`config.mk`:
```
export PLATFORM = sky130hd
export DESIGN_NAME = plru_ctrl_flat
export DESIGN_NICKNAME = d
export VERILOG_FILES = /design/src/rtl/plru_ctrl_if.sv /design/src/rtl/plru_ctrl.sv /design/src/flat_wrapper.sv
export SDC_FILE = /design/constraint.sdc
export NUM_CORES = 1
export LEC_CHECK = 0
export BUFFER_PORTS_ARGS = -buffer_cell sky130_fd_sc_hd__buf_2
export CORE_MARGIN = 2
export CORE_UTILIZATION = 44
export CTS_CLUSTER_DIAMETER = 80
export DETAILED_ROUTE_END_ITERATION = 7
export PLACE_DENSITY = 0.77
export SYNTH_ARGS = -nofsm -noshare
export SYNTH_HDL_FRONTEND = slang
export SYNTH_SLANG_ARGS = --single-unit
```
`constraint.sdc`:
```
create_clock -name clk -period 1.7 [get_ports clk]
set_input_delay 0.34 -clock clk [delete_from_list [all_inputs] [get_ports clk]]
set_output_delay 0.34 -clock clk [all_outputs]
set_load 0.02 [all_outputs]
```
`src/rtl/plru_ctrl_if.sv`:
```
// ---------------------------------------------------------------------------
// plru_ctrl_if
// Purpose : bundles the request/response, flush and PLRU-array port signals
//           of plru_ctrl so the controller and its environment connect through
//           a single handle.
// Ports   : none (signal bundle only).
//   slave  : controller view (drives req_ready, rsp_*, flush_busy/done, lru_*).
//   master : requester/array view (drives req_*, flush_req, lru_dout0).
// ---------------------------------------------------------------------------
interface plru_ctrl_if #(
  parameter int S_INDEX = 4
);
  logic               req_valid;
  logic               req_ready;
  logic [S_INDEX-1:0] req_index;
  logic               req_update;
  logic [1:0]         req_way;

  logic               rsp_valid;
  logic [1:0]         rsp_victim;

  logic               flush_req;
  logic               flush_busy;
  logic               flush_done;

  logic               lru_csb0;
  logic               lru_web0;
  logic [S_INDEX-1:0] lru_addr0;
  logic [2:0]         lru_dout0;

  logic               lru_csb1;
  logic               lru_web1;
  logic [S_INDEX-1:0] lru_addr1;
  logic [2:0]         lru_din1;

  modport slave (
    input  req_valid, req_index, req_update, req_way, flush_req, lru_dout0,
    output req_ready, rsp_valid, rsp_victim, flush_busy, flush_done,
           lru_csb0, lru_web0, lru_addr0, lru_csb1, lru_web1, lru_addr1, lru_din1
  );

  modport master (
    output req_valid, req_index, req_update, req_way, flush_req, lru_dout0,
    input  req_ready, rsp_valid, rsp_victim, flush_busy, flush_done,
           lru_csb0, lru_web0, lru_addr0, lru_csb1, lru_web1, lru_addr1, lru_din1
  );
endinterface

```
`src/rtl/plru_ctrl.sv`:
```
// ---------------------------------------------------------------------------
// plru_ctrl
// Purpose : 4-way tree pseudo-LRU controller for a set-associative cache.
//           Each request reads the 3-bit PLRU state of one set from an external
//           array (port 0), reports the victim way one cycle later, and on an
//           update writes the new state back (port 1). A flush sweeps every set
//           back to 3'b000.
// Ports   :
//   clk    in  single clock, rising edge
//   rst_n  in  synchronous active-low reset
//   bus    plru_ctrl_if.slave
//     req_valid/req_ready/req_index/req_update/req_way  request handshake
//     rsp_valid/rsp_victim                              response strobe + victim
//     flush_req/flush_busy/flush_done                   flush control
//     lru_csb0/lru_web0/lru_addr0/lru_dout0             array read port
//     lru_csb1/lru_web1/lru_addr1/lru_din1              array write port
//
// state  | meaning
// IDLE   | serving lookup/update requests
// FLUSH  | writing 3'b000 to one set per cycle, requests blocked
// ---------------------------------------------------------------------------
module plru_ctrl #(
  parameter int S_INDEX = 4
) (
  input logic         clk,
  input logic         rst_n,
  plru_ctrl_if.slave  bus
);

  localparam logic [S_INDEX-1:0] LAST_SET = '1;

  typedef enum logic {
    ST_IDLE  = 1'b0,
    ST_FLUSH = 1'b1
  } state_t;

  state_t             r_state;
  state_t             w_state_nxt;
  logic [S_INDEX-1:0] r_cnt;
  logic [S_INDEX-1:0] w_cnt_nxt;

  logic               r_s2_valid;
  logic [S_INDEX-1:0] r_s2_index;
  logic               r_s2_update;
  logic [1:0]         r_s2_way;

  logic               w_req_ready;
  logic               w_accept;
  logic               w_flush_busy;
  logic               w_flush_done;
  logic               w_flush_wr;
  logic               w_s2_wr;

  logic [2:0]         w_rd_state;
  logic [1:0]         w_victim;
  logic [2:0]         w_upd_state;

  // ---------------------------------------------------------------------
  // FSM: state register
  // ---------------------------------------------------------------------
  always_ff @(posedge clk) begin
    if (!rst_n) begin
      r_state <= ST_IDLE;
      r_cnt   <= '0;
    end else begin
      r_state <= w_state_nxt;
      r_cnt   <= w_cnt_nxt;
    end
  end

  // ---------------------------------------------------------------------
  // FSM: next state and control outputs
  // ---------------------------------------------------------------------
  always_comb begin
    w_state_nxt  = r_state;
    w_cnt_nxt    = r_cnt;
    w_req_ready  = 1'b0;
    w_flush_busy = 1'b0;
    w_flush_done = 1'b0;
    w_flush_wr   = 1'b0;
    case (r_state)
      ST_IDLE: begin
        // Blocking on flush_req in the accept cycle keeps S2 empty once the
        // sweep starts, so port 1 only ever has one writer.
        w_req_ready = rst_n && !bus.flush_req;
        if (bus.flush_req) begin
          w_state_nxt = ST_FLUSH;
          w_cnt_nxt   = '0;
        end
      end
      ST_FLUSH: begin
        w_flush_busy = 1'b1;
        // A reset during the sweep abandons it: no final write, no done.
        w_flush_wr   = rst_n;
        if (r_cnt == LAST_SET) begin
          w_state_nxt  = ST_IDLE;
          w_flush_done = rst_n;
        end else begin
          w_cnt_nxt = r_cnt + 1'b1;
        end
      end
      default: begin
        w_state_nxt = ST_IDLE;
      end
    endcase
  end

  assign w_accept = bus.req_valid && w_req_ready;

  // ---------------------------------------------------------------------
  // S1 -> S2 pipeline register
  // ---------------------------------------------------------------------
  always_ff @(posedge clk) begin
    if (!rst_n) begin
      r_s2_valid  <= 1'b0;
      r_s2_index  <= '0;
      r_s2_update <= 1'b0;
      r_s2_way    <= '0;
    end else begin
      r_s2_valid <= w_accept;
      if (w_accept) begin
        r_s2_index  <= bus.req_index;
        r_s2_update <= bus.req_update;
        r_s2_way    <= bus.req_way;
      end
    end
  end

  // ---------------------------------------------------------------------
  // S2: victim selection and state update from the array read data.
  // Back-to-back same-set accesses see the previous write because the
  // array forwards port 1 onto port 0.
  // ---------------------------------------------------------------------
  assign w_rd_state = bus.lru_dout0;

  always_comb begin
    w_victim = 2'd0;
    if (w_rd_state[0]) begin
      w_victim = {1'b1, w_rd_state[2]};
    end else begin
      w_victim = {1'b0, w_rd_state[1]};
    end
  end

  // Point the tree away from the accessed way; the other subtree bit is kept.
  always_comb begin
    w_upd_state = w_rd_state;
    case (r_s2_way)
      2'd0: w_upd_state = {w_rd_state[2], 1'b1, 1'b1};
      2'd1: w_upd_state = {w_rd_state[2], 1'b0, 1'b1};
      2'd2: w_upd_state = {1'b1, w_rd_state[1], 1'b0};
      2'd3: w_upd_state = {1'b0, w_rd_state[1], 1'b0};
      default: w_upd_state = w_rd_state;
    endcase
  end

  assign w_s2_wr = r_s2_valid && r_s2_update;

  // ---------------------------------------------------------------------
  // Array port 1 mux: S2 write-back or flush write (never both).
  // ---------------------------------------------------------------------
  always_comb begin
    bus.lru_csb1  = 1'b1;
    bus.lru_web1  = 1'b1;
    bus.lru_addr1 = r_s2_index;
    bus.lru_din1  = w_upd_state;
    if (w_s2_wr) begin
      bus.lru_csb1 = 1'b0;
      bus.lru_web1 = 1'b0;
    end else if (w_flush_wr) begin
      bus.lru_csb1  = 1'b0;
      bus.lru_web1  = 1'b0;
      bus.lru_addr1 = r_cnt;
      bus.lru_din1  = 3'b000;
    end
  end

  // ---------------------------------------------------------------------
  // Remaining outputs
  // ---------------------------------------------------------------------
  assign bus.req_ready  = w_req_ready;
  assign bus.rsp_valid  = r_s2_valid;
  assign bus.rsp_victim = r_s2_valid ? w_victim : 2'd0;
  assign bus.flush_busy = w_flush_busy;
  assign bus.flush_done = w_flush_done;

  assign bus.lru_csb0  = !w_accept;
  assign bus.lru_web0  = 1'b1;
  assign bus.lru_addr0 = bus.req_index;

endmodule

```
`src/flat_wrapper.sv`:
```
// flat-port wrapper written by rule: the top's interface ports become plain ports
module plru_ctrl_flat 
#(
  parameter int S_INDEX = 4
)
  (clk, rst_n, bus_req_valid, bus_req_index, bus_req_update, bus_req_way, bus_flush_req, bus_lru_dout0, bus_req_ready, bus_rsp_valid, bus_rsp_victim, bus_flush_busy, bus_flush_done, bus_lru_csb0, bus_lru_web0, bus_lru_addr0, bus_lru_csb1, bus_lru_web1, bus_lru_addr1, bus_lru_din1);
  plru_ctrl_if #(.S_INDEX(S_INDEX)) bus_i ();
  input logic clk;
  input logic rst_n;
  input wire logic [$bits(bus_i.req_valid)-1:0] bus_req_valid;
  input wire logic [$bits(bus_i.req_index)-1:0] bus_req_index;
  input wire logic [$bits(bus_i.req_update)-1:0] bus_req_update;
  input wire logic [$bits(bus_i.req_way)-1:0] bus_req_way;
  input wire logic [$bits(bus_i.flush_req)-1:0] bus_flush_req;
  input wire logic [$bits(bus_i.lru_dout0)-1:0] bus_lru_dout0;
  output wire logic [$bits(bus_i.req_ready)-1:0] bus_req_ready;
  output wire logic [$bits(bus_i.rsp_valid)-1:0] bus_rsp_valid;
  output wire logic [$bits(bus_i.rsp_victim)-1:0] bus_rsp_victim;
  output wire logic [$bits(bus_i.flush_busy)-1:0] bus_flush_busy;
  output wire logic [$bits(bus_i.flush_done)-1:0] bus_flush_done;
  output wire logic [$bits(bus_i.lru_csb0)-1:0] bus_lru_csb0;
  output wire logic [$bits(bus_i.lru_web0)-1:0] bus_lru_web0;
  output wire logic [$bits(bus_i.lru_addr0)-1:0] bus_lru_addr0;
  output wire logic [$bits(bus_i.lru_csb1)-1:0] bus_lru_csb1;
  output wire logic [$bits(bus_i.lru_web1)-1:0] bus_lru_web1;
  output wire logic [$bits(bus_i.lru_addr1)-1:0] bus_lru_addr1;
  output wire logic [$bits(bus_i.lru_din1)-1:0] bus_lru_din1;
  assign bus_i.req_valid = bus_req_valid;
  assign bus_i.req_index = bus_req_index;
  assign bus_i.req_update = bus_req_update;
  assign bus_i.req_way = bus_req_way;
  assign bus_i.flush_req = bus_flush_req;
  assign bus_i.lru_dout0 = bus_lru_dout0;
  assign bus_req_ready = bus_i.req_ready;
  assign bus_rsp_valid = bus_i.rsp_valid;
  assign bus_rsp_victim = bus_i.rsp_victim;
  assign bus_flush_busy = bus_i.flush_busy;
  assign bus_flush_done = bus_i.flush_done;
  assign bus_lru_csb0 = bus_i.lru_csb0;
  assign bus_lru_web0 = bus_i.lru_web0;
  assign bus_lru_addr0 = bus_i.lru_addr0;
  assign bus_lru_csb1 = bus_i.lru_csb1;
  assign bus_lru_web1 = bus_i.lru_web1;
  assign bus_lru_addr1 = bus_i.lru_addr1;
  assign bus_lru_din1 = bus_i.lru_din1;
  plru_ctrl #(.S_INDEX(S_INDEX)) u_core (.clk(clk), .rst_n(rst_n), .bus(bus_i));
endmodule
```
==> results of run 1 <==
-- metal layers --
metal	track usage, %	share of wire, %	up-vias
li1	-	-	338
met1	20.0	42	303
met3	2.40	5.5	2
met5	0	0	-
met2	31.9	51	25
met4	7.06	1.1	0
-- worst paths after layout --
path | start | endpoint | slack (ps) | cells past startpoint
worst max-delay path | u_core.r_state | bus_lru_addr1[2] | -30 | 4
worst min-delay path | bus_req_update | u_core.r_s2_update | 330 | 3
worst max register to register | u_core.r_state | u_core.r_s2_way[1] | 290 | 6
worst min register to register | u_core.r_cnt[0] | u_core.r_cnt[0] | 520 | 2
-- flip-flops by register name (all words and copies together) (netlist names) --
name and cells:
u_core.r_s2_index 4, u_core.r_s2_way 2, u_core.r_s2_update 1, u_core.r_state 1, u_core.bus.rsp_valid 1, u_core.r_cnt 4
-- critical path: cells and delay by family, from the launching register on --
family,cells,cell delay (ps)
mux,1,340
flops,1,350
buf+inv,1,130
simple gates,1,60
compound gates,1,230
-- Yosys cell counts (all sizes together) --
cell type and number:
a21boi 1, a21oi 4, a22oi 1, and2 2, and4 1, and4bb 1, buf 8, clkbuf 1
conb 1, dfxtp 13, ha 1, inv 3, mux2 4, mux2i 9, nand2 2, nand3 3
nand3b 2, nor2 6, nor2b 8, nor3b 2, o211ai 3, o21ai 2, or3 1
-- power by group through the flow --
stage	registers, mW	clock network [mW]	logic [mW]
detailed placement	0.329	0	0.133
global placement	0.329	0	0.131
finish	0.324	0.188	0.146
floorplan	0.331	0	0.0893
global route	0.326	0.213	0.158
CTS	0.323	0.192	0.145
-- area by class of cell --
| class | instances | area share [%] |
|---|---|---|
| well taps | 16 | 2.01 |
| flip-flops and latches | 13 | 26.5 |
| clock buffers | 4 | 2.64 |
| repair buffers | 41 | 25.4 |
| inverters | 3 | 1.13 |
| multi-input cells | 54 | 42.3 |
-- cells by family (layout without fill, tap and decap cells) --
logic type                 count (synthesis)  in the layout  share of synthesized area [%]
and+or+nand+nor                           28             28                           23.0
adders and majority gates                  1              1                           1.70
muxes                                     13             13                           18.4
other                                      1              1                          0.511
DFF                                       13             13                           35.4
AOI/OAI and AO/OA                         11             11                           9.71
buffers and inverters                     12             48                           11.2
-- cells in the final DEF (no fill, tap or decap), types with 2 or more instances in the layout --
cell type and instances:
sky130_fd_sc_hd__buf_2 28, sky130_fd_sc_hd__dfxtp_1 10, sky130_fd_sc_hd__mux2i_1 9, sky130_fd_sc_hd__buf_4 9, sky130_fd_sc_hd__nor2b_1 8, sky130_fd_sc_hd__nor2_1 6, sky130_fd_sc_hd__mux2_4 4, sky130_fd_sc_hd__buf_6 4
sky130_fd_sc_hd__a21oi_1 3, sky130_fd_sc_hd__inv_1 3, sky130_fd_sc_hd__nand3_1 3, sky130_fd_sc_hd__o211ai_1 3, sky130_fd_sc_hd__clkbuf_4 3, sky130_fd_sc_hd__dfxtp_2 3, sky130_fd_sc_hd__and2_1 2, sky130_fd_sc_hd__o21ai_0 2
sky130_fd_sc_hd__nand3b_1 2, sky130_fd_sc_hd__nor3b_1 2
-- per-stage QoR --
stage | std cells | total power [mW] | cell area, sq um | setup TNS [ps] | hold WS, ps
after CTS | 130 | 0.660 | 981 | -89.1 | 332
final | 131 | 0.659 | 996 | -76.2 | 334
after detailed placement | 125 | 0.462 | 893 | 0 | 515
after global routing | 131 | 0.697 | 996 | -310 | 339
after global placement | 125 | 0.460 | 893 | 0 | 496
after floorplan | 79 | 0.420 | 734 | 0 | 478
-- repair_timing --
item                       in CTS  in global routing
setup endpoints to repair       4                  6
cloned                          0                  0
buffers inserted                1                  1
resized for setup              15                  5
pin swaps                       2                  1
==> impl_metrics.xml, run 1 <==
<?xml version="1.0" encoding="UTF-8"?>
<metrics>
  <group name="worst_setup_path">
    <metric name="cpPeakStageDelay" unit="ps">350</metric>
    <metric name="setup.worst_path.end_class" unit="">output pin</metric>
    <metric name="timing.critical_path.required" unit="ps">1360</metric>
    <metric name="criticalPathCategory" unit="">reg -&gt; out</metric>
    <metric name="worst_ep_arrival_time" unit="ps">1390</metric>
    <metric name="crit_path_cell_chain" unit="">nand2_4, a21oi_4, mux2_4, buf_6</metric>
    <metric name="critical_path.slowest_cell" unit="">sky130_fd_sc_hd__dfxtp_2</metric>
    <metric name="critical_path.startpoint_type" unit="">flip-flop</metric>
    <metric name="critical_path_peak_fanout" unit="">5</metric>
  </group>
  <group name="route">
    <metric name="wl_per_cell" unit="microns">12.7</metric>
    <metric name="ant_nets" unit="">0</metric>
    <metric name="viasPerCell" unit="">5.10</metric>
    <metric name="drc" unit="">0</metric>
    <metric name="first_pass_iteration_count_of_the_detailed_router" unit="">4</metric>
    <metric name="drt-total-wl" unit="mm">1.66</metric>
    <metric name="detail_route.iter0.violations" unit="">4</metric>
    <metric name="route.vias.total" unit="">668</metric>
  </group>
  <group name="sta">
    <metric name="report.final.slew_viol_count" unit="">0</metric>
    <metric name="timing.final.crit_period" unit="ps">1730</metric>
    <metric name="final.setup_skew" unit="ps">0.298</metric>
    <metric name="setup_viol" unit="">4</metric>
    <metric name="clock.fmax" unit="GHz">0.579</metric>
    <metric name="timing_hold_violations_final" unit="">0</metric>
    <metric name="timing.final.crit_share" unit="%">102</metric>
    <metric name="setup_slack" unit="ps">-26.6</metric>
    <metric name="rsz0062_at_grt" unit="">true</metric>
  </group>
  <group name="clock_tree">
    <metric name="clock-sinks" unit="">13</metric>
    <metric name="hold_buffer_count_at_cts" unit="">0</metric>
    <metric name="cts_root_buffer" unit="">sky130_fd_sc_hd__clkbuf_4</metric>
    <metric name="number_of_clock_buffers_inserted_by_tritoncts" unit="">3</metric>
    <metric name="ctsHtreeMaxLevel" unit="">1</metric>
    <metric name="clk_pin_slew_worst_paths" unit="ps">80</metric>
    <metric name="clk_path_buf_depth" unit="">2</metric>
    <metric name="insertion_delay" unit="ps">260</metric>
    <metric name="clock_tree_from_tritoncts" unit="">done</metric>
  </group>
  <group name="finish">
    <metric name="ff_latch_area" unit="sq um">264</metric>
    <metric name="drive_gt1_share" unit="%">48.7</metric>
    <metric name="num-nets-final" unit="">131</metric>
    <metric name="antenna_diode_count" unit="">0</metric>
    <metric name="area_growth_syn_to_layout" unit="%">35.6</metric>
    <metric name="final.fill_count" unit="">126</metric>
    <metric name="area_used_by_multi_input_combinational_logic" unit="sq um">422</metric>
    <metric name="final_core_util" unit="%">64.6</metric>
  </group>
  <group name="floorplanning">
    <metric name="die_span_in_y" unit="microns">44.9</metric>
    <metric name="die_x_extent" unit="microns">44.9</metric>
    <metric name="placementRows" unit="">14</metric>
    <metric name="design.die.area" unit="sq um">2010</metric>
    <metric name="floorplan.initialDensity" unit="%">47.6</metric>
    <metric name="area_of_the_core" unit="sq um">1540</metric>
    <metric name="io_pins" unit="">35</metric>
  </group>
  <group name="grt">
    <metric name="grt_util_all_layers" unit="%">17.4</metric>
    <metric name="grt_pass1_vias" unit="">589</metric>
    <metric name="grt_overflow" unit="">0</metric>
    <metric name="grt_max_degree" unit="">17</metric>
    <metric name="first_pass_grt_wire_length" unit="mm">2.53</metric>
    <metric name="grt_antenna_before_repair" unit="">0</metric>
  </group>
  <group name="synth">
    <metric name="synthTopCellsByArea" unit="">sky130_fd_sc_hd__dfxtp_1 (35%), sky130_fd_sc_hd__mux2i_1 (12%), sky130_fd_sc_hd__nor2b_1 (6.8%)</metric>
    <metric name="yosys_register_bits" unit="">13</metric>
    <metric name="synthDistinctLibCells" unit="">26</metric>
    <metric name="netlist_area_before_placement" unit="sq um">734</metric>
    <metric name="synth_top_cell_by_area" unit="">sky130_fd_sc_hd__dfxtp_1</metric>
    <metric name="synth_fp_nets" unit="">94</metric>
    <metric name="synth_cells" unit="">79</metric>
    <metric name="yosys_warnings" unit="">0</metric>
    <metric name="synthesis.area_per_instance" unit="sq um">9.30</metric>
    <metric name="synth-seq-area-share" unit="%">35.4</metric>
    <metric name="post-synth-top-area-fraction" unit="%">35.4</metric>
  </group>
  <group name="power_and_ir_drop">
    <metric name="power.share.sequential" unit="%">49.2</metric>
    <metric name="power_switching_share" unit="%">28.1</metric>
    <metric name="pwr_density_cell" unit="nW/um^2">661</metric>
    <metric name="worst_ir_drop_vdd" unit="uV">534</metric>
    <metric name="leakagePower" unit="nW">0.433</metric>
    <metric name="internal-power" unit="mW">0.473</metric>
    <metric name="power.share.clock" unit="%">28.6</metric>
    <metric name="power.net_switching" unit="mW">0.185</metric>
    <metric name="p_comb_share" unit="%">22.2</metric>
  </group>
  <group name="placed_design">
    <metric name="placer_s_final_routability_congestion_estimate" unit="">0.836</metric>
    <metric name="place_ws" unit="ps">68.9</metric>
    <metric name="place_hpwl" unit="mm">1.20</metric>
    <metric name="portBuffers" unit="">33</metric>
  </group>
  <group name="run">
    <metric name="drv_cap" unit="">0</metric>
  </group>
  <group name="hold_path">
    <metric name="hold_path_class" unit="">in -&gt; reg</metric>
  </group>
  <group name="run_status">
    <metric name="outcome" unit="">complete, but fails checks</metric>
    <metric name="violations" unit="">setup timing</metric>
  </group>
</metrics>
Power figures use the tool's default switching activity.
==> inputs of run 2 (changes only) <==
--- a/config.mk
+++ b/config.mk
@@ -6,11 +6,13 @@
 export NUM_CORES = 1
 export LEC_CHECK = 0
 export BUFFER_PORTS_ARGS = -buffer_cell sky130_fd_sc_hd__buf_2
+export CORE_ASPECT_RATIO = 1.25
 export CORE_MARGIN = 2
 export CORE_UTILIZATION = 44
 export CTS_CLUSTER_DIAMETER = 80
 export DETAILED_ROUTE_END_ITERATION = 7
 export PLACE_DENSITY = 0.77
+export REMOVE_ABC_BUFFERS = 1
 export SYNTH_ARGS = -nofsm -noshare
 export SYNTH_HDL_FRONTEND = slang
 export SYNTH_SLANG_ARGS = --single-unit
==> run 2 against run 1 <==
The flow still finishes with violations (setup timing). Sequential share of layout area stayed put. Critical endpoint is now bus_lru_addr1[0]. Cell area is the same. Clock-buffer cell count did not move. Register-to-register slack worse by 20 ps. Clock power about the same. Sequential cell count unchanged.
==> impl_metrics.xml, run 2 (synthesized netlist as in run 1, its figures left out) <==
<?xml version="1.0" encoding="UTF-8"?>
<metrics>
  <group name="run_status">
    <metric name="outcome" unit="">complete, but fails checks</metric>
    <metric name="violations" unit="">setup timing</metric>
  </group>
  <group name="placed_design">
    <metric name="placer_s_final_routability_congestion_estimate" unit="">0.841</metric>
    <metric name="portBuffers" unit="">33</metric>
    <metric name="place_hpwl" unit="mm">1.17</metric>
  </group>
  <group name="sta">
    <metric name="setup_slack" unit="ps">-47.9</metric>
    <metric name="timing.final.crit_share" unit="%">103</metric>
    <metric name="timing.final.crit_period" unit="ps">1750</metric>
    <metric name="timing_hold_violations_final" unit="">0</metric>
    <metric name="final.setup_skew" unit="ps">2.79</metric>
    <metric name="holdWs" unit="ps">323</metric>
    <metric name="setup_viol" unit="">7</metric>
    <metric name="report.final.slew_viol_count" unit="">0</metric>
    <metric name="clock.fmax" unit="GHz">0.572</metric>
    <metric name="rsz0062_at_grt" unit="">true</metric>
  </group>
  <group name="grt">
    <metric name="first_pass_grt_wire_length" unit="mm">2.43</metric>
    <metric name="grt_util_all_layers" unit="%">17.5</metric>
    <metric name="grt_max_degree" unit="">17</metric>
    <metric name="grt_overflow" unit="">0</metric>
    <metric name="grt_pass1_vias" unit="">572</metric>
    <metric name="grt_antenna_before_repair" unit="">0</metric>
  </group>
  <group name="finish">
    <metric name="most-common-layout-cells" unit="">sky130_fd_sc_hd__buf_2 (29), sky130_fd_sc_hd__dfxtp_1 (10), sky130_fd_sc_hd__mux2i_1 (9)</metric>
    <metric name="antenna_diode_count" unit="">0</metric>
    <metric name="layout.cells.most_common" unit="">sky130_fd_sc_hd__buf_2</metric>
    <metric name="area_growth_syn_to_layout" unit="%">35.6</metric>
    <metric name="reg_top3" unit="">u_core.r_cnt: 4 flops, u_core.r_s2_index: 4 flops, u_core.r_s2_way: 2 flops</metric>
    <metric name="num-nets-final" unit="">131</metric>
    <metric name="drive_gt1_share" unit="%">48.7</metric>
    <metric name="final.fill_count" unit="">141</metric>
  </group>
  <group name="worst_setup_path">
    <metric name="critical_path.startpoint_type" unit="">flip-flop</metric>
    <metric name="criticalPathCategory" unit="">reg -&gt; out</metric>
    <metric name="timing.critical_path.required" unit="ps">1360</metric>
    <metric name="setup.worst_path.end_class" unit="">output pin</metric>
    <metric name="worst_ep_arrival_time" unit="ps">1410</metric>
    <metric name="cpPeakStageDelay" unit="ps">350</metric>
    <metric name="critical_path.slowest_cell" unit="">sky130_fd_sc_hd__dfxtp_2</metric>
    <metric name="critical_path_peak_fanout" unit="">5</metric>
    <metric name="crit_path_cell_chain" unit="">nand2_4, a21oi_4, mux2_4, buf_6</metric>
  </group>
  <group name="clock_tree">
    <metric name="clk_path_buf_depth" unit="">2</metric>
    <metric name="clock_tree_from_tritoncts" unit="">done</metric>
    <metric name="hold_buffer_count_at_cts" unit="">0</metric>
    <metric name="ctsHtreeMaxLevel" unit="">1</metric>
    <metric name="clock-sinks" unit="">13</metric>
    <metric name="insertion_delay" unit="ps">270</metric>
    <metric name="number_of_clock_buffers_inserted_by_tritoncts" unit="">3</metric>
    <metric name="cts_root_buffer" unit="">sky130_fd_sc_hd__clkbuf_4</metric>
    <metric name="clk_pin_slew_worst_paths" unit="ps">80</metric>
  </group>
  <group name="floorplanning">
    <metric name="io_pins" unit="">35</metric>
    <metric name="die_span_in_y" unit="microns">49.7</metric>
    <metric name="die_x_extent" unit="microns">40.5</metric>
    <metric name="area_of_the_core" unit="sq um">1560</metric>
    <metric name="design.die.area" unit="sq um">2010</metric>
    <metric name="placementRows" unit="">16</metric>
    <metric name="floorplan.initialDensity" unit="%">47.0</metric>
  </group>
  <group name="power_and_ir_drop">
    <metric name="internal-power" unit="mW">0.473</metric>
    <metric name="leakagePower" unit="nW">0.432</metric>
    <metric name="pwr_density_cell" unit="nW/um^2">658</metric>
    <metric name="power_switching_share" unit="%">27.9</metric>
    <metric name="power.share.clock" unit="%">28.5</metric>
    <metric name="power.share.sequential" unit="%">49.4</metric>
    <metric name="power.net_switching" unit="mW">0.183</metric>
    <metric name="p_total" unit="mW">0.656</metric>
    <metric name="worst_ir_drop_vdd" unit="uV">539</metric>
    <metric name="p_comb_share" unit="%">22.1</metric>
  </group>
  <group name="route">
    <metric name="wl_per_cell" unit="microns">12.0</metric>
    <metric name="drc" unit="">0</metric>
    <metric name="viasPerCell" unit="">4.95</metric>
    <metric name="detail_route.iter0.violations" unit="">1</metric>
    <metric name="route.vias.total" unit="">659</metric>
    <metric name="ant_nets" unit="">0</metric>
    <metric name="first_pass_iteration_count_of_the_detailed_router" unit="">4</metric>
    <metric name="drt-total-wl" unit="mm">1.59</metric>
  </group>
  <group name="hold_path">
    <metric name="hold_path_class" unit="">in -&gt; reg</metric>
  </group>
  <group name="run">
    <metric name="drv_cap" unit="">0</metric>
  </group>
</metrics>
[run 2: area by class of cell]
type,count,area [sq um],share of cell area (%)
clock buffer,4,26.3,2.64
inverter,3,11.3,1.13
multi-input combinational,54,422,42.3
sequential,13,264,26.5
tap,18,22.5,2.26
timing repair buffer,41,250,25.1
[run 2: worst paths after layout]
check,startpoint,end,slack [ps],cells past startpoint
worst min-delay path,bus_req_update,u_core.r_s2_update,320,3
worst max-delay path,u_core.r_state,bus_lru_addr1[0],-50,4
worst min register to register,u_core.r_cnt[0],u_core.r_cnt[0],510,2
worst max register to register,u_core.r_state,u_core.r_s2_index[3],270,6
[run 2: routing by layer]
layer / wire length, microns / global-route usage [%]
met5: 0 / 0
met1: 666 / 21.4
met2: 761 / 27.8
met3: 107 / 2.25
met4: 58 / 10.0
[run 2: through the flow]
step | std cells | area (sq um) | TNS [ps] | util, % | setup WS [ps]
after floorplan | 70 | 663 | 0 | - | 29.2
after global placement | 127 | 896 | 0 | 57.4 | 49.3
after detailed placement | 127 | 896 | 0 | 57.4 | 40.9
after CTS | 132 | 983 | -145 | 63.0 | -28.5
after global routing | 133 | 996 | -688 | 63.8 | -102
final | 133 | 996 | -286 | 63.8 | -47.9
[run 2: worst max-delay path: cells and delay by family (launching register included)]
family | cells | cell delay (ps)
compound gates | 1 | 260
buf+inv | 1 | 130
flops | 1 | 350
mux | 1 | 340
simple gates | 1 | 60
[run 2: repair_timing]
action / 4_1_cts / 5_1_grt
setup buffers: 1 / 1
hold endpoints to repair: 0 / 0
setup endpoints to repair: 7 / 9
resized for setup: 15 / 4
pin swaps: 2 / 1
[run 2: power by group through the flow]
stage / Sequential [mW] / Clock [mW] / Combinational, mW
after floorplan: 0.333 / 0 / 0.0623
after global placement: 0.329 / 0 / 0.131
after detailed placement: 0.329 / 0 / 0.133
after CTS: 0.323 / 0.191 / 0.144
final: 0.324 / 0.187 / 0.145
after global routing: 0.326 / 0.211 / 0.158
==> inputs of run 3 (changes only) <==
--- a/config.mk
+++ b/config.mk
@@ -13,6 +13,7 @@
 export DETAILED_ROUTE_END_ITERATION = 7
 export PLACE_DENSITY = 0.77
 export REMOVE_ABC_BUFFERS = 1
+export SETUP_SLACK_MARGIN = 0.3
 export SYNTH_ARGS = -nofsm -noshare
 export SYNTH_HDL_FRONTEND = slang
 export SYNTH_SLANG_ARGS = --single-unit
==> run 3 against run 2 <==
The run still ends with setup timing left. Register-to-register slack got worse by 20 ps. Via count is 1.5% higher. Core utilization grew 3.8 points. Critical path depth did not move. Worst setup slack lost 4.6 ps. Worst hold slack better by 3.4 ps. Clock-buffer cell count is the same. Final cell count grew 0.75%. Critical path type unchanged. Highest routed layer unchanged.
==> impl_metrics.xml, run 3 (synthesized netlist as in run 1, its figures left out) <==
<?xml version="1.0" encoding="UTF-8"?>
<metrics>
  <group name="placed_design">
    <metric name="portBuffers" unit="">33</metric>
    <metric name="place_hpwl" unit="mm">1.17</metric>
    <metric name="placer_s_final_routability_congestion_estimate" unit="">0.841</metric>
    <metric name="place_area" unit="sq um">896</metric>
  </group>
  <group name="sta">
    <metric name="timing.final.crit_share" unit="%">103</metric>
    <metric name="setup_slack" unit="ps">-52.5</metric>
    <metric name="timing_hold_violations_final" unit="">0</metric>
    <metric name="report.final.slew_viol_count" unit="">0</metric>
    <metric name="setup_viol" unit="">7</metric>
    <metric name="clock.fmax" unit="GHz">0.571</metric>
    <metric name="rsz0062_at_grt" unit="">true</metric>
    <metric name="timing.final.crit_period" unit="ps">1750</metric>
    <metric name="final.setup_skew" unit="ps">0.348</metric>
  </group>
  <group name="worst_setup_path">
    <metric name="worst_ep_arrival_time" unit="ps">1410</metric>
    <metric name="timing.critical_path.required" unit="ps">1360</metric>
    <metric name="criticalPathCategory" unit="">reg -&gt; out</metric>
    <metric name="critical_path.startpoint_type" unit="">flip-flop</metric>
    <metric name="critical_path_peak_fanout" unit="">5</metric>
    <metric name="setup.worst_path.end_class" unit="">output pin</metric>
  </group>
  <group name="grt">
    <metric name="grt_overflow" unit="">0</metric>
    <metric name="grt_pass1_vias" unit="">617</metric>
    <metric name="first_pass_grt_wire_length" unit="mm">2.71</metric>
    <metric name="grt_max_degree" unit="">17</metric>
    <metric name="grt_antenna_before_repair" unit="">0</metric>
    <metric name="grt_util_all_layers" unit="%">19.7</metric>
  </group>
  <group name="power_and_ir_drop">
    <metric name="leakagePower" unit="nW">0.444</metric>
    <metric name="worst_ir_drop_vdd" unit="uV">409</metric>
    <metric name="pwr_density_cell" unit="nW/um^2">630</metric>
  </group>
  <group name="finish">
    <metric name="layout.cells.most_common" unit="">sky130_fd_sc_hd__buf_2</metric>
    <metric name="antenna_diode_count" unit="">0</metric>
    <metric name="ff_latch_area" unit="sq um">269</metric>
    <metric name="final.fill_count" unit="">133</metric>
    <metric name="design_area" unit="sq um">1060</metric>
    <metric name="area_growth_syn_to_layout" unit="%">43.8</metric>
    <metric name="area_used_by_multi_input_combinational_logic" unit="sq um">452</metric>
    <metric name="drive_gt1_share" unit="%">50.9</metric>
    <metric name="final_core_util" unit="%">67.6</metric>
    <metric name="most-common-layout-cells" unit="">sky130_fd_sc_hd__buf_2 (25), sky130_fd_sc_hd__buf_4 (11), sky130_fd_sc_hd__dfxtp_1 (10)</metric>
    <metric name="reg_top3" unit="">u_core.r_cnt: 4 flops, u_core.r_s2_index: 4 flops, u_core.r_s2_way: 2 flops</metric>
    <metric name="num-nets-final" unit="">132</metric>
  </group>
  <group name="clock_tree">
    <metric name="clk_path_buf_depth" unit="">2</metric>
    <metric name="clock_tree_from_tritoncts" unit="">done</metric>
    <metric name="insertion_delay" unit="ps">270</metric>
    <metric name="clock-sinks" unit="">13</metric>
    <metric name="number_of_clock_buffers_inserted_by_tritoncts" unit="">3</metric>
    <metric name="hold_buffer_count_at_cts" unit="">0</metric>
    <metric name="clk_pin_slew_worst_paths" unit="ps">70</metric>
    <metric name="ctsHtreeMaxLevel" unit="">1</metric>
    <metric name="cts_root_buffer" unit="">sky130_fd_sc_hd__clkbuf_4</metric>
  </group>
  <group name="route">
    <metric name="route.vias.total" unit="">669</metric>
    <metric name="first_pass_iteration_count_of_the_detailed_router" unit="">4</metric>
    <metric name="wl_per_cell" unit="microns">12.6</metric>
    <metric name="drc" unit="">0</metric>
    <metric name="drt-total-wl" unit="mm">1.69</metric>
    <metric name="ant_nets" unit="">0</metric>
    <metric name="viasPerCell" unit="">4.99</metric>
    <metric name="detail_route.iter0.violations" unit="">7</metric>
  </group>
  <group name="run">
    <metric name="drv_cap" unit="">0</metric>
  </group>
  <group name="floorplanning">
    <metric name="die_span_in_y" unit="microns">49.7</metric>
    <metric name="die_x_extent" unit="microns">40.5</metric>
    <metric name="floorplan.initialDensity" unit="%">47.0</metric>
    <metric name="design.die.area" unit="sq um">2010</metric>
    <metric name="area_of_the_core" unit="sq um">1560</metric>
    <metric name="io_pins" unit="">35</metric>
    <metric name="placementRows" unit="">16</metric>
  </group>
  <group name="run_status">
    <metric name="outcome" unit="">complete, but fails checks</metric>
    <metric name="violations" unit="">setup timing</metric>
  </group>
  <group name="hold_path">
    <metric name="hold_path_class" unit="">in -&gt; reg</metric>
  </group>
</metrics>
[run 3: repair_timing]
action / 4_1_cts / 5_1_grt
setup endpoints to repair: 12 / 21
pin swaps: 4 / 1
cloned: 0 / 0
buffers inserted: 3 / 0
resized for setup: 29 / 3
[run 3: metal layers]
| metal | GRT usage (%) | share of wire [%] | vias up |
|---|---|---|---|
| met4 | 10.0 | 2.2 | 0 |
| met5 | 0 | 0 | - |
| li1 | - | - | 343 |
| met3 | 2.25 | 7.2 | 5 |
| met2 | 32.5 | 50 | 31 |
| met1 | 23.4 | 40 | 290 |
[run 3: path summary, 6_finish.rpt]
kind	to	start	slack (ps)	cells after the start
worst max register to register	u_core.r_s2_index[1]	u_core.r_state	250	6
worst min register to register	u_core.r_s2_index[0]	u_core.r_s2_index[0]	530	2
worst max-delay path	bus_lru_addr1[2]	u_core.r_state	-50	4
worst min-delay path	u_core.r_s2_update	bus_req_update	330	3
[run 3: report_power, final]
part | total (mW) | switching, mW | leakage, nW | internal (mW)
logic | 0.156 | 0.0818 | 0.321 | 0.0743
registers | 0.323 | 0.00986 | 0.107 | 0.313
clock network | 0.186 | 0.0954 | 0.0150 | 0.0909
[run 3: metrics by stage]
stage / worst slack (ps) / hold slack [ps] / power [mW] / cells / TNS (ps)
4_1_cts: -28.2 / 327 / 0.667 / 134 / -142
3_5_place_dp: 40.9 / 506 / 0.462 / 127 / 0
3_3_place_gp: 49.3 / 494 / 0.460 / 127 / 0
5_1_grt: -121 / 332 / 0.707 / 134 / -819
2_1_floorplan: 29.2 / 468 / 0.395 / 70 / 0
6_report: -52.5 / 327 / 0.665 / 134 / -307
[run 3: worst max-delay path, stage by stage, from the launching register on]
cell	delay [ps]
sky130_fd_sc_hd__dfxtp_2	350
sky130_fd_sc_hd__nand2_4	60
sky130_fd_sc_hd__a21oi_4	260
sky130_fd_sc_hd__mux2_4	340
sky130_fd_sc_hd__buf_6	130
[run 3: final cells by class]
class                           instances  area share [%]
Multi-Input combinational cell         54            42.8
Inverter                                3            1.07
Sequential cell                        13            25.5
Clock buffer                            4            2.49
Tap cell                               18            2.13
Timing Repair Buffer                   42            26.1
